==> src/rtl/regfile_pkg.sv <==
// Shared register-file constants and the writeback grant encoding.
package regfile_pkg;

   localparam int REG_ADDR_W = 5;
   localparam int REG_DATA_W = 32;
   localparam int NUM_REGS   = 32;

   typedef enum logic [1:0] {
      GNT_NONE = 2'b00,
      GNT_A    = 2'b01,
      GNT_B    = 2'b10
   } grant_e;

endpackage

==> src/rtl/regfile_wb_arbiter_if.sv <==
// Writeback bus: two valid/ready sources in, one register-file write port out.
interface regfile_wb_arbiter_if
   import regfile_pkg::*;
#(
   parameter int DATA_W = REG_DATA_W,
   parameter int ADDR_W = REG_ADDR_W
);
   logic              a_valid;
   logic              a_ready;
   logic [ADDR_W-1:0] a_addr;
   logic [DATA_W-1:0] a_data;

   logic              b_valid;
   logic              b_ready;
   logic [ADDR_W-1:0] b_addr;
   logic [DATA_W-1:0] b_data;

   logic              reg_write;
   logic [ADDR_W-1:0] write_reg;
   logic [DATA_W-1:0] write_data;
   logic              busy;

   modport slave (
      input  a_valid, a_addr, a_data,
      input  b_valid, b_addr, b_data,
      output a_ready, b_ready,
      output reg_write, write_reg, write_data, busy
   );

   modport master (
      output a_valid, a_addr, a_data,
      output b_valid, b_addr, b_data,
      input  a_ready, b_ready,
      input  reg_write, write_reg, write_data, busy
   );
endinterface

==> src/rtl/wb_fifo.sv <==
// Small in-order FIFO holding pending register writes for one source.
// Callers only push when !full and only pop when !empty.
module wb_fifo #(
   parameter int DATA_W = 32,
   parameter int ADDR_W = 5,
   parameter int DEPTH  = 2
) (
   input  logic              clk,
   input  logic              reset,
   input  logic              push,
   input  logic              pop,
   input  logic [ADDR_W-1:0] push_addr,
   input  logic [DATA_W-1:0] push_data,
   output logic              full,
   output logic              empty,
   output logic [ADDR_W-1:0] head_addr,
   output logic [DATA_W-1:0] head_data
);
   localparam int PTR_W = $clog2(DEPTH);
   localparam int CNT_W = PTR_W + 1;

   logic [ADDR_W-1:0] addr_mem [DEPTH];
   logic [DATA_W-1:0] data_mem [DEPTH];
   logic [PTR_W-1:0]  wr_ptr;
   logic [PTR_W-1:0]  rd_ptr;
   logic [CNT_W-1:0]  count;

   // NOTE: state registers use <= so every flop samples pre-edge values.
   always_ff @(posedge clk) begin
      if (reset) begin
         wr_ptr <= '0;
         rd_ptr <= '0;
         count  <= '0;
      end else begin
         if (push) wr_ptr <= wr_ptr + PTR_W'(1);
         if (pop)  rd_ptr <= rd_ptr + PTR_W'(1);
         case ({push, pop})
            2'b10:   count <= count + CNT_W'(1);
            2'b01:   count <= count - CNT_W'(1);
            default: count <= count;
         endcase
      end
   end

   // NOTE: storage has no reset; count alone decides what is valid.
   always_ff @(posedge clk) begin
      if (push) begin
         addr_mem[wr_ptr] <= push_addr;
         data_mem[wr_ptr] <= push_data;
      end
   end

   assign full      = (count == CNT_W'(DEPTH));
   assign empty     = (count == '0);
   assign head_addr = addr_mem[rd_ptr];
   assign head_data = data_mem[rd_ptr];
endmodule

==> src/rtl/regfile_wb_arbiter.sv <==
// Arbitrates the load-return (A) and ALU (B) writeback streams onto the
// register file's single write port, with starvation protection for B.
module regfile_wb_arbiter
   import regfile_pkg::*;
#(
   parameter int DATA_W       = REG_DATA_W,
   parameter int ADDR_W       = REG_ADDR_W,
   parameter int FIFO_DEPTH   = 2,
   parameter int STARVE_LIMIT = 3,
   parameter bit DROP_ZERO    = 1'b1
) (
   input logic                 clk,
   input logic                 reset,
   regfile_wb_arbiter_if.slave bus
);
   if (FIFO_DEPTH < 2 || (FIFO_DEPTH & (FIFO_DEPTH - 1)) != 0)
      $error("FIFO_DEPTH must be a power of two >= 2");
   if (STARVE_LIMIT < 1 || STARVE_LIMIT > 15)
      $error("STARVE_LIMIT must be in 1..15");
   if ((1 << ADDR_W) < NUM_REGS)
      $error("ADDR_W too narrow for the register file");

   logic              a_full, a_empty, a_push, a_pop;
   logic              b_full, b_empty, b_push, b_pop;
   logic [ADDR_W-1:0] a_head_addr, b_head_addr, issue_addr;
   logic [DATA_W-1:0] a_head_data, b_head_data, issue_data;
   grant_e            grant;
   logic [3:0]        starve_cnt;
   logic              reg_write_q;
   logic [ADDR_W-1:0] write_reg_q;
   logic [DATA_W-1:0] write_data_q;

   // Ready comes from pre-edge occupancy: a pop never frees a slot the same edge.
   assign bus.a_ready = !a_full;
   assign bus.b_ready = !b_full;
   assign a_push      = bus.a_valid && !a_full;
   assign b_push      = bus.b_valid && !b_full;

   wb_fifo #(.DATA_W(DATA_W), .ADDR_W(ADDR_W), .DEPTH(FIFO_DEPTH)) u_fifo_a (
      .clk       (clk),
      .reset     (reset),
      .push      (a_push),
      .pop       (a_pop),
      .push_addr (bus.a_addr),
      .push_data (bus.a_data),
      .full      (a_full),
      .empty     (a_empty),
      .head_addr (a_head_addr),
      .head_data (a_head_data)
   );

   wb_fifo #(.DATA_W(DATA_W), .ADDR_W(ADDR_W), .DEPTH(FIFO_DEPTH)) u_fifo_b (
      .clk       (clk),
      .reset     (reset),
      .push      (b_push),
      .pop       (b_pop),
      .push_addr (bus.b_addr),
      .push_data (bus.b_data),
      .full      (b_full),
      .empty     (b_empty),
      .head_addr (b_head_addr),
      .head_data (b_head_data)
   );

   // NOTE: every always_comb output gets a default first so no latch is inferred.
   always_comb begin
      grant      = GNT_NONE;
      issue_addr = a_head_addr;
      issue_data = a_head_data;
      if (!a_empty && !b_empty)
         grant = (starve_cnt >= 4'(STARVE_LIMIT)) ? GNT_B : GNT_A;
      else if (!a_empty)
         grant = GNT_A;
      else if (!b_empty)
         grant = GNT_B;
      if (grant == GNT_B) begin
         issue_addr = b_head_addr;
         issue_data = b_head_data;
      end
   end

   assign a_pop = (grant == GNT_A);
   assign b_pop = (grant == GNT_B);

   // Counts consecutive edges where B waited while A won; saturates at 15.
   always_ff @(posedge clk) begin
      if (reset)
         starve_cnt <= '0;
      else if (!b_empty && grant == GNT_A)
         starve_cnt <= (starve_cnt == 4'hF) ? starve_cnt : starve_cnt + 4'd1;
      else
         starve_cnt <= '0;
   end

   // A dropped register-0 write still uses its slot and updates write_reg/data.
   always_ff @(posedge clk) begin
      if (reset) begin
         reg_write_q  <= 1'b0;
         write_reg_q  <= '0;
         write_data_q <= '0;
      end else begin
         reg_write_q <= (grant != GNT_NONE) && !(DROP_ZERO && issue_addr == '0);
         if (grant != GNT_NONE) begin
            write_reg_q  <= issue_addr;
            write_data_q <= issue_data;
         end
      end
   end

   assign bus.reg_write  = reg_write_q;
   assign bus.write_reg  = write_reg_q;
   assign bus.write_data = write_data_q;
   assign bus.busy       = !a_empty || !b_empty || reg_write_q;
endmodule

==> src/flat_wrapper.sv <==
// flat-port wrapper written by rule: the top's interface ports become plain ports
module regfile_wb_arbiter_flat import regfile_pkg::*;
#(
   parameter int DATA_W       = REG_DATA_W,
   parameter int ADDR_W       = REG_ADDR_W,
   parameter int FIFO_DEPTH   = 2,
   parameter int STARVE_LIMIT = 3,
   parameter bit DROP_ZERO    = 1'b1
)
  (clk, reset, bus_a_valid, bus_a_addr, bus_a_data, bus_b_valid, bus_b_addr, bus_b_data, bus_a_ready, bus_b_ready, bus_reg_write, bus_write_reg, bus_write_data, bus_busy);
  regfile_wb_arbiter_if #(.DATA_W(DATA_W), .ADDR_W(ADDR_W)) bus_i ();
  input logic clk;
  input logic reset;
  input wire logic [$bits(bus_i.a_valid)-1:0] bus_a_valid;
  input wire logic [$bits(bus_i.a_addr)-1:0] bus_a_addr;
  input wire logic [$bits(bus_i.a_data)-1:0] bus_a_data;
  input wire logic [$bits(bus_i.b_valid)-1:0] bus_b_valid;
  input wire logic [$bits(bus_i.b_addr)-1:0] bus_b_addr;
  input wire logic [$bits(bus_i.b_data)-1:0] bus_b_data;
  output wire logic [$bits(bus_i.a_ready)-1:0] bus_a_ready;
  output wire logic [$bits(bus_i.b_ready)-1:0] bus_b_ready;
  output wire logic [$bits(bus_i.reg_write)-1:0] bus_reg_write;
  output wire logic [$bits(bus_i.write_reg)-1:0] bus_write_reg;
  output wire logic [$bits(bus_i.write_data)-1:0] bus_write_data;
  output wire logic [$bits(bus_i.busy)-1:0] bus_busy;
  assign bus_i.a_valid = bus_a_valid;
  assign bus_i.a_addr = bus_a_addr;
  assign bus_i.a_data = bus_a_data;
  assign bus_i.b_valid = bus_b_valid;
  assign bus_i.b_addr = bus_b_addr;
  assign bus_i.b_data = bus_b_data;
  assign bus_a_ready = bus_i.a_ready;
  assign bus_b_ready = bus_i.b_ready;
  assign bus_reg_write = bus_i.reg_write;
  assign bus_write_reg = bus_i.write_reg;
  assign bus_write_data = bus_i.write_data;
  assign bus_busy = bus_i.busy;
  regfile_wb_arbiter #(.DATA_W(DATA_W), .ADDR_W(ADDR_W), .FIFO_DEPTH(FIFO_DEPTH), .STARVE_LIMIT(STARVE_LIMIT), .DROP_ZERO(DROP_ZERO)) u_core (.clk(clk), .reset(reset), .bus(bus_i));
endmodule
==> config.mk <==
export PLATFORM = sky130hd
export DESIGN_NAME = regfile_wb_arbiter_flat
export DESIGN_NICKNAME = d
export VERILOG_FILES = /design/src/rtl/regfile_pkg.sv /design/src/rtl/regfile_wb_arbiter_if.sv /design/src/rtl/wb_fifo.sv /design/src/rtl/regfile_wb_arbiter.sv /design/src/flat_wrapper.sv
export SDC_FILE = /design/constraint.sdc
export NUM_CORES = 1
export LEC_CHECK = 0
export ABC_AREA = 1
export BUFFER_PORTS_ARGS = -buffer_cell sky130_fd_sc_hd__buf_4
export CAP_MARGIN = 0
export CORE_UTILIZATION = 53
export DETAILED_ROUTE_END_ITERATION = 8
export GPL_TIMING_DRIVEN = 0
export PLACE_DENSITY = 0.75
export SLEW_MARGIN = 10
export SYNTH_ARGS = -nofsm -noshare
export SYNTH_HDL_FRONTEND = slang
export SYNTH_HIERARCHICAL = 1
export SYNTH_SLANG_ARGS = --single-unit
==> constraint.sdc <==
create_clock -name clk -period 3.85 [get_ports clk]
set_clock_uncertainty 0.05 [all_clocks]
set_input_delay 0.77 -clock clk [delete_from_list [all_inputs] [get_ports clk]]
set_output_delay 0.77 -clock clk [all_outputs]
set_load 0.03 [all_outputs]
==> impl_metrics.csv <==
group,metric,value,unit
timing,period_share,0.791,
job,cap_viol_max_count,0,
setup_path,startpoint_type,"register",
timing,fmax,328,MHz
setup_path,crit_buf_inv,2,
clock_tree,ctsHoldBuffers,0,
hold_path,min_path_type,"reg -> reg",
clock_tree,cts_root_buf,"clkbuf_16",
final_layout,final_cell_area,9910,µm²
clock_tree,cts_sinks,200,
clock_tree,clk_pin_slew,0.07,ns
timing,relSlewSlack,0.545,
final_layout,fillers,1007,
status,status,"finished with violations",
final_layout,syn_to_final_growth,22.6,%
synth,ys_types,34,
timing,tns,0,ns
floorplan,pin_count,119,
final_layout,antenna_cells,0,
clock_tree,cts_tree,"built",
drt,drt-initial-drc-count,325,
floorplan,core,14700,µm²
clock_tree,clock_latency,0.43,ns
setup_path,cp_cell_sequence,"nor2_1 -> nand2_1 -> clkbuf_1 -> or2_2 -> buf_4",
clock_tree,numCtsBuffers,17,
floorplan,design.die.area,15700,µm²
setup_path,cp_slowest_cell,"nor2_1",
synth,syn_area_per_cell,13.9,µm²
grt,grt_use_total,0.222,
grt,antenna_found_initial,0,
final_layout,nNetsFinal,803,
timing,hold_viol,0,
drt,vias,4833,
drt,routed_wl,16200,µm
power_and_ir_drop,p_total,7.54,mW
clock_tree,htreeDepth,4,
drt,wl_per_cell,17.6,µm
grt,grt_pass1_vias,5167,
setup_path,cp.required,3.03,ns
timing,hold_slack,0.415,ns
floorplan,start_util,0.550,
placed_design,dpl_cell_area,9310,µm²
floorplan,rows,44,
timing,fin_crit,3.05,ns
timing,drv_slew,0,
drt,ant_nets,0,
hold_path,holdPathStages,2,
drt,drc_errors,4,
grt,grt_pass1_wl,26100,µm
drt,avgViaCountPerCell,5.26,
power_and_ir_drop,peakVddDrop,429,µV
synth,syn_area,8080,µm²
setup_path,critPathMaxStageDelay,0.46,ns
setup_path,path_depth,5,
timing,setup_violations,0,
timing,rsz0062_at_grt,"no",
placed_design,numPortBuffers,118,
grt,grt_max_degree,25,
placed_design,gp_congestion,0.747,
setup_path,crit_type,"reg -> out",
status,violations,"DRC",
power_and_ir_drop,p_per_area,761,nW/µm²
setup_path,crit_path_end_kind,"output pin",
synth,async_flop_share,0,
setup_path,reg2reg_depth,13,
placed_design,hpwlAfterDp,11400,µm
timing,tightest_slew,0.681,ns
clock_tree,postCtsSetupBuffers,0,
setup_path,worstPathArrival,2.23,ns
setup_path,critical_path.top_delay_family,"simple AND/OR/NAND/NOR gates",
timing,setup_ws,0.804,ns
power_and_ir_drop,static-leakage-power,4.03,nW
synth,yosysSeqAreaShare,0.679,
synth,ys_ff_latch,200,
placed_design,post-place-ws,1.23,ns
clock_tree,clk_path_buf_depth,2,
setup_path,crit_fanout,10,
floorplan,die_h,125,µm
synth,synth_cells,580,
synth,ys.flop_type,"edfxtp_1",
grt,grt-ovfl-total,0,
synth,synth_edf_count,148,
drt,dr.pass1.iters,6,
synth,synth_warnings,6,
final_layout,layout-drive-gt1-share,0.348,
floorplan,die_w,125,µm
clock_tree,post_cts_resized,0,
-- power breakdown --
group	switching, mW	internal, mW
clock	0.743	1.04
combinational	1.65	1.16
sequential	0.178	2.77
total	2.57	4.97
-- kinds of logic (layout without fill, tap and decap cells) --
logic type / count (synthesis) / count (layout) / synth area share
xor+xnor: 2 / 2 / 0.00217
buf+inv: 91 / 245 / 0.0601
compound gates: 106 / 106 / 0.0686
fa+ha+maj: 3 / 3 / 0.00465
mux: 74 / 74 / 0.131
simple gates: 103 / 103 / 0.0541
flops: 200 / 200 / 0.679
other cells: 1 / 2 / 0.000464
-- worst reg2reg max path: cells and delay by family, from the launching register on --
family / cells / cell delay [ns]
and+or+nand+nor: 9 / 1.20
buffers and inverters: 3 / 0.38
adders and majority gates: 1 / 0.33
DFF: 1 / 0.34
-- routing by layer --
layer / GRT usage / routed length (µm)
met1: 0.263 / 6600
met2: 0.385 / 8400
met3: 0.0445 / 727
met4: 0.109 / 452
met5: 0 / 0
-- placed cells by master (no fill, tap or decap), types with 7 or more instances in the layout --
master and instances:
edfxtp_1 148, buf_4 118, inv_1 63, nand2_1 60, mux2_4 60, dfxtp_1 52, o21ai_0 50, a21oi_1 33
nor2_1 23, clkbuf_16 17, mux2_2 14, o21ai_1 13, clkbuf_1 10, buf_12 8, buf_2 7
-- cells in the mapped netlist (2+ instances only) --
cell type / count / area share
o211ai_1: 3 / 0.0028
buf_2: 7 / 0.0043
o21ai_2: 2 / 0.0022
inv_1: 65 / 0.030
a21oi_1: 33 / 0.020
edfxtp_1: 148 / 0.55
xnor2_1: 2 / 0.0022
mux2_2: 14 / 0.020
mux2_4: 60 / 0.11
buf_6: 3 / 0.0042
o21ai_0: 50 / 0.031
a21o_1: 2 / 0.0019
nand3_1: 6 / 0.0037
a31oi_1: 3 / 0.0023
dfxtp_1: 52 / 0.13
o21ai_1: 13 / 0.0081
ha_1: 3 / 0.0046
clkbuf_1: 7 / 0.0033
nor2_1: 25 / 0.012
nand4_1: 3 / 0.0023
buf_12: 6 / 0.015
nor3_1: 2 / 0.0012
nand2_1: 60 / 0.028
-- final cells by class --
type | instances | area, µm² | area share
Multi-Input combinational cell | 290 | 2130 | 0.215
Tap cell | 184 | 230 | 0.0232
Clock inverter | 11 | 146 | 0.0148
Sequential cell | 200 | 5490 | 0.554
Clock buffer | 21 | 450 | 0.0455
Inverter | 66 | 250 | 0.0253
Timing Repair Buffer | 122 | 981 | 0.0990
Buffer | 25 | 235 | 0.0237
-- worst paths after layout --
kind	startpoint	slack, ns	to
worst min-delay path	u_core/bus.write_data[8]$_SDFFE_PP0P_	0.42	u_core/bus.write_data[8]$_SDFFE_PP0P_
worst max-delay path	u_core/u_fifo_a/count[1]$_SDFFE_PP0P_	0.80	bus_busy
worst min register to register	u_core/bus.write_data[8]$_SDFFE_PP0P_	0.42	u_core/bus.write_data[8]$_SDFFE_PP0P_
worst max register to register	u_core/u_fifo_a/count[1]$_SDFFE_PP0P_	1.50	u_core/u_fifo_a/count[1]$_SDFFE_PP0P_
-- through the flow --
stage	std cells	utilization
4_1_cts	919	0.674
3_5_place_dp	887	0.633
6_report	919	0.674
2_1_floorplan	581	-
3_3_place_gp	883	0.626
5_1_grt	919	0.674
Power figures use the tool's default switching activity.
